--- src/rtl/fp_cvt_pkg.sv ---
// Shared constants, encodings and payload layout for the linear-to-float converter.
package fp_cvt_pkg;

    localparam int unsigned EW_DEF = 3;
    localparam int unsigned MW_DEF = 4;
    localparam int unsigned DW_DEF = (2 ** EW_DEF) + MW_DEF;

    localparam logic RND_TRUNC   = 1'b0;
    localparam logic RND_HALF_UP = 1'b1;

    // Stage payload at default widths (union of the fields used across the stages).
    typedef struct packed {
        logic              s;
        logic              sat;
        logic              rnd;
        logic [DW_DEF-1:0] mag;
        logic [EW_DEF-1:0] e;
        logic [MW_DEF-1:0] f;
        logic              rbit;
    } fp_stage_t;

    // Input width implied by an exponent/significand split.
    function automatic int unsigned fp_dw(input int unsigned ew, input int unsigned mw);
        return (2 ** ew) + mw;
    endfunction

endpackage

--- src/rtl/fp_lzc.sv ---
// Combinational leading-zero counter; all-zero input yields DW.
module fp_lzc
    import fp_cvt_pkg::*;
#(
    parameter  int unsigned DW = DW_DEF,
    localparam int unsigned CW = $clog2(DW + 1)
) (
    input  logic [DW-1:0] data,
    output logic [CW-1:0] lz_c
);

    // Scan upwards so the highest set bit determines the count.
    always_comb begin
        lz_c = CW'(DW);
        for (int unsigned i = 0; i < DW; i++) begin
            if (data[i]) begin
                lz_c = CW'(DW - 1 - i);
            end
        end
    end

endmodule

--- src/rtl/fp_cvt_pipe.sv ---
// Three-stage linear-to-float converter: sign/magnitude, normalise, round.
module fp_cvt_pipe
    import fp_cvt_pkg::*;
#(
    parameter int unsigned EW = EW_DEF,
    parameter int unsigned MW = MW_DEF,
    parameter int unsigned DW = DW_DEF
) (
    input  logic          clk,
    input  logic          rst,
    input  logic          in_valid,
    output logic          in_ready,
    input  logic [DW-1:0] in_data,
    input  logic          in_rnd,
    output logic          out_valid,
    input  logic          out_ready,
    output logic          out_s,
    output logic [EW-1:0] out_e,
    output logic [MW-1:0] out_f,
    output logic          out_sat
);

    localparam int unsigned CW    = $clog2(DW + 1);
    localparam int unsigned ESPAN = 2 ** EW;

    if (DW != fp_dw(EW, MW)) begin : g_cfg_check
        $error("fp_cvt_pipe: DW must equal 2**EW + MW");
    end

    typedef struct packed {
        logic          s;
        logic          sat;
        logic          rnd;
        logic [DW-1:0] mag;
    } st1_t;

    typedef struct packed {
        logic          s;
        logic          sat;
        logic          rnd;
        logic          rbit;
        logic [EW-1:0] e;
        logic [MW-1:0] f;
    } st2_t;

    typedef struct packed {
        logic          s;
        logic          sat;
        logic [EW-1:0] e;
        logic [MW-1:0] f;
    } st3_t;

    logic          advance_c;
    logic [CW-1:0] lz_c;
    logic [EW-1:0] norm_e_c;
    logic [MW-1:0] norm_f_c;
    logic          norm_rbit_c;

    logic s1_vld_q, s1_vld_d;
    logic s2_vld_q, s2_vld_d;
    logic s3_vld_q, s3_vld_d;
    st1_t s1_q, s1_d;
    st2_t s2_q, s2_d;
    st3_t s3_q, s3_d;

    // Whole pipe moves in lockstep; it only stops when a held result is refused.
    assign advance_c = !s3_vld_q || out_ready;
    assign in_ready  = advance_c;

    // Stage 1: sign and magnitude, clamping the one magnitude that does not fit.
    always_comb begin
        s1_vld_d = s1_vld_q;
        s1_d     = s1_q;
        if (advance_c) begin
            s1_vld_d = in_valid;
            if (in_valid) begin
                s1_d.s   = in_data[DW-1];
                s1_d.rnd = in_rnd;
                s1_d.sat = 1'b0;
                s1_d.mag = in_data[DW-1] ? (~in_data + DW'(1)) : in_data;
                if (in_data == {1'b1, {(DW-1){1'b0}}}) begin
                    s1_d.sat = 1'b1;
                    s1_d.mag = {1'b0, {(DW-1){1'b1}}};
                end
            end
        end
    end

    fp_lzc #(
        .DW (DW)
    ) u_lzc (
        .data (s1_q.mag),
        .lz_c (lz_c)
    );

    // Exponent, significand window and round bit from the leading-zero count.
    always_comb begin
        norm_e_c    = '0;
        norm_rbit_c = 1'b0;
        if (32'(lz_c) < ESPAN) begin
            norm_e_c = EW'(ESPAN - 32'(lz_c));
        end
        norm_f_c = MW'(s1_q.mag >> norm_e_c);
        if (norm_e_c != '0) begin
            norm_rbit_c = 1'(s1_q.mag >> (norm_e_c - EW'(1)));
        end
    end

    // Stage 2: register the normalised fields.
    always_comb begin
        s2_vld_d = s2_vld_q;
        s2_d     = s2_q;
        if (advance_c) begin
            s2_vld_d = s1_vld_q;
            if (s1_vld_q) begin
                s2_d.s    = s1_q.s;
                s2_d.sat  = s1_q.sat;
                s2_d.rnd  = s1_q.rnd;
                s2_d.rbit = norm_rbit_c;
                s2_d.e    = norm_e_c;
                s2_d.f    = norm_f_c;
            end
        end
    end

    // Stage 3: optional half-up rounding with renormalisation and saturation.
    always_comb begin
        s3_vld_d = s3_vld_q;
        s3_d     = s3_q;
        if (advance_c) begin
            s3_vld_d = s2_vld_q;
            if (s2_vld_q) begin
                s3_d.s   = s2_q.s;
                s3_d.sat = s2_q.sat;
                s3_d.e   = s2_q.e;
                s3_d.f   = s2_q.f;
                if ((s2_q.rnd == RND_HALF_UP) && s2_q.rbit) begin
                    if (&s2_q.f) begin
                        if (&s2_q.e) begin
                            s3_d.e   = '1;
                            s3_d.f   = '1;
                            s3_d.sat = 1'b1;
                        end else begin
                            s3_d.e         = s2_q.e + EW'(1);
                            s3_d.f         = '0;
                            s3_d.f[MW-1]   = 1'b1;
                        end
                    end else begin
                        s3_d.f = s2_q.f + MW'(1);
                    end
                end
            end
        end
    end

    // Pipeline registers; reset drops every in-flight sample.
    always_ff @(posedge clk) begin
        if (rst) begin
            s1_vld_q <= 1'b0;
            s2_vld_q <= 1'b0;
            s3_vld_q <= 1'b0;
            s1_q     <= '0;
            s2_q     <= '0;
            s3_q     <= '0;
        end else begin
            s1_vld_q <= s1_vld_d;
            s2_vld_q <= s2_vld_d;
            s3_vld_q <= s3_vld_d;
            s1_q     <= s1_d;
            s2_q     <= s2_d;
            s3_q     <= s3_d;
        end
    end

    assign out_valid = s3_vld_q;
    assign out_s     = s3_q.s;
    assign out_e     = s3_q.e;
    assign out_f     = s3_q.f;
    assign out_sat   = s3_q.sat;

endmodule

--- config.mk ---
export PLATFORM = sky130hd
export DESIGN_NAME = fp_cvt_pipe
export DESIGN_NICKNAME = d
export VERILOG_FILES = /design/src/rtl/fp_cvt_pkg.sv /design/src/rtl/fp_lzc.sv /design/src/rtl/fp_cvt_pipe.sv
export SDC_FILE = /design/constraint.sdc
export NUM_CORES = 1
export LEC_CHECK = 0
export ABC_AREA = 0
export CORE_MARGIN = 10
export CORE_UTILIZATION = 25
export CTS_CLUSTER_DIAMETER = 40
export DETAILED_ROUTE_END_ITERATION = 16
export GPL_TIMING_DRIVEN = 0
export PLACE_DENSITY = 0.44
export SETUP_SLACK_MARGIN = 0.15
export SKIP_CTS_REPAIR_TIMING = 1
export SLEW_MARGIN = 20
export SYNTH_ARGS = -nofsm -noshare
export SYNTH_HDL_FRONTEND = slang
export SYNTH_HIERARCHICAL = 1
export SYNTH_SLANG_ARGS = --single-unit
export TNS_END_PERCENT = 1
--- constraint.sdc ---
create_clock -name clk -period 2.95 [get_ports clk]
set_input_delay 0.295 -clock clk [delete_from_list [all_inputs] [get_ports clk]]
set_output_delay 0.295 -clock clk [all_outputs]
set_load 0.05 [all_outputs]
==> flow_summary.yaml <==
outcome:
  run_status: "finished, final reports clean"
timing:
  setup_viol: 0
  hold_violations: 0
  fin_crit_ps: 2710
  worst_pin_slew_ps: 547
  max_slew_margin_pct: 63.4
  finalHoldWorstSlack_ps: 450
  fin_skew_ps: 6.47
  slew_violations: 0
  timing.final.crit_share_pct: 91.8
  worst_slack_ps: 240
  max_freq_mhz: 369
  rsz0062_at_grt: "false"
worst_hold_path:
  holdPathStages: 2
  hold_path.class: "flip-flop to flip-flop"
  hp-start: "s2_q[10]"
  min_to: "out_s"
logic_synthesis:
  synth_common_cells: "dfxtp_1 (38), nor2_1 (36), nand2_1 (33)"
  ys_async_sr_fraction_pct: 0
  syn_area_um2: 2190
  syn_avg_cell_area_um2: 8.07
  yosysTopAreaCell: "dfxtp_1"
  ys_seq_area_share_pct: 34.8
  synth_ff_type: "dfxtp_1"
  ys_top_cells_by_area: "dfxtp_1 (35%), nor2_1 (6.2%), nand2_1 (5.7%), a211oi_1 (5.5%), mux2i_1 (4.1%)"
  synth_edf_count: 0
  yosysWarnings: 6
  synth_fp_nets: 293
  yosysMostFrequentCell: "dfxtp_1"
  syn_inst: 271
  synthDistinctLibCells: 52
  netlist.area_leader.share_pct: 34.8
  ys_ff_latch: 38
power_and_ir_drop:
  power_uw: 1630
  p_leak_uw: 0.00102
  power_density_nw_per_um2: 577
  ir_worst_vdd_v: 0.000202
worst_setup_path:
  endpoint_kind: "flip-flop"
  crit_required_ps: 3170
  reg2reg_to: "s2_q[7]"
  ff2ff_path_depth: 15
  r2r-start: "s1_q[0]"
  cp_common_cell: "o21ai_1"
  crit_path_cell_trace: "nor2b_1, o21ai_1, o21ai_1, o31a_1, buf_6, buf_8, inv_4, ha_4, xor2_1, nor2_2, inv_2, ha_4, nor3_1, or4_1, o21ai_1"
  worstSetupStartpointType: "flip-flop"
  crit_path_top_delay_cell: "or4_1"
  criticalPathCategory: "flip-flop to flip-flop"
  path_max_fanout: 5
  critPathArrivalTime_ps: 2930
  critPathMaxStageDelay_ps: 390
  reg2reg_slack_ps: 240
flow_run:
  cap_violations: 0
cts:
  insertion_delay_ps: 290
  cts.sinks: 38
  cts_tree: "yes"
  clk_pin_slew_ps: 80
  ctsRootBufferMaster: "clkbuf_8"
  clock_path_buffers: 2
  cts_buffers: 5
  cts_htree_levels: 2
floorplanning:
  dieArea_um2: 12900
  die_x_um: 114
  coreArea_um2: 8640
  io_pins: 28
  std_cell_rows: 34
  start_util_pct: 25.3
  die-height_um: 114
detailed_routing:
  wl_met2_um: 2740
  viasPerCell: 4.80
  top_layer: "met4"
  ant_nets: 0
  post_drt_wl_per_cell_um: 14.1
  totalWireLength_um: 5960
  wl_met3_um: 230
  firstDrtPassIters: 4
  wl_met1_um: 2880
  drtIter0Drc: 115
  vias: 2026
  drc: 0
global_route:
  grt_usage_pct: 9.06
  grt_pass1_wl_um: 9960
  overflow: 0
  grt_max_degree: 12
  grt_pass1_vias: 2043
  antenna_found_initial: 0
finish:
  antenna_cells: 0
  areaGrowthSynthToFinish_pct: 29.3
  fin_nets: 336
  n_fill_cell: 920
  postLayoutCellArea_um2: 2830
  drive_gt1_share_pct: 16.2
placed_design:
  place_congestion: 0.794
  portBuffers: 27
  placed_cell_area_um2: 2590
  place_ws_ps: -153
  dp_hpwl_um: 4560
-- worst max-delay path: cells and delay by family (launching register included) --
family,cells,cell delay (ps)
fa+ha+maj,2,420
compound gates,4,570
simple gates,4,790
buf+inv,4,430
xor+xnor,1,60
flops,1,360
-- cells in the final DEF (no fill, tap or decap), types with 5 or more instances in the layout --
| cell type | count |
|---|---|
| a211oi_1 | 16 |
| a21oi_1 | 17 |
| a2bb2oi_1 | 5 |
| a311oi_1 | 5 |
| buf_2 | 6 |
| buf_4 | 11 |
| clkbuf_1 | 6 |
| clkbuf_8 | 6 |
| clkdlybuf4s50_1 | 27 |
| dfxtp_1 | 31 |
| dfxtp_2 | 5 |
| inv_1 | 8 |
| mux2i_1 | 9 |
| nand2_1 | 33 |
| nor2_1 | 36 |
| nor3_1 | 7 |
| xor2_1 | 8 |
-- metal layers --
layer | vias up | track usage [%]
met5 | - | 0
met4 | 0 | 2.45
met3 | 10 | 2.31
met2 | 42 | 14.7
met1 | 914 | 11.6
li1 | 1060 | -
-- power by group --
part / internal, uW / leakage (uW) / switching [uW] / total (uW)
sequential: 551 / 0.000315 / 46.3 / 598
combinational: 280 / 0.000652 / 295 / 576
clock: 271 / 0.0000573 / 188 / 459
total: 1100 / 0.00102 / 530 / 1630
-- final cells by class --
cell class              instances  area, um2  share of cell area [%]
multi-input cells             205       1330                    46.9
flip-flops and latches         38        774                    27.4
repair buffers                 36        338                    11.9
well taps                     108        135                    4.78
plain buffers                  17       98.8                    3.50
clock buffers                   6       82.6                    2.92
inverters                      11       43.8                    1.55
clock inverters                 1       30.0                    1.06
-- state kept, by name, summed over array words and instances, names as in the netlist --
register / flops
out_e: 3
out_s: 1
out_f: 4
out_valid: 1
s1_vld_q: 1
s1_q: 15
s2_vld_q: 1
s2_q: 11
out_sat: 1
-- cells by family (layout without fill, tap and decap cells) --
family / after synthesis / count (layout) / synth area share, %
simple gates: 107 / 107 / 23.6
compound gates: 71 / 71 / 23.5
flops: 38 / 38 / 34.8
buf+inv: 28 / 71 / 5.78
xor+xnor: 12 / 12 / 4.81
mux: 10 / 10 / 4.63
fa+ha+maj: 5 / 5 / 2.86
-- per-stage QoR --
step | instances | setup TNS [ps] | utilization (%)
6_report | 422 | 0 | 32.7
5_1_grt | 422 | 0 | 32.7
4_1_cts | 413 | -167 | 31.3
3_5_place_dp | 406 | -153 | 30.0
3_3_place_gp | 406 | -198 | 30.0
2_1_floorplan | 271 | 0 | -
-- how the worst max path moves through the flow --
stage / start / end / slack, ps / depth (start not counted)
after floorplan: s1_q[3] / s2_q[7] / 230 / 15
after global placement: s1_q[3] / s2_q[7] / -200 / 15
after detailed placement: s1_q[3] / s2_q[7] / -150 / 15
after CTS: s1_q[3] / s2_q[7] / -170 / 15
after global routing: s1_q[0] / s2_q[7] / 110 / 15
final: s1_q[0] / s2_q[7] / 240 / 15
Power figures use the tool's default switching activity.
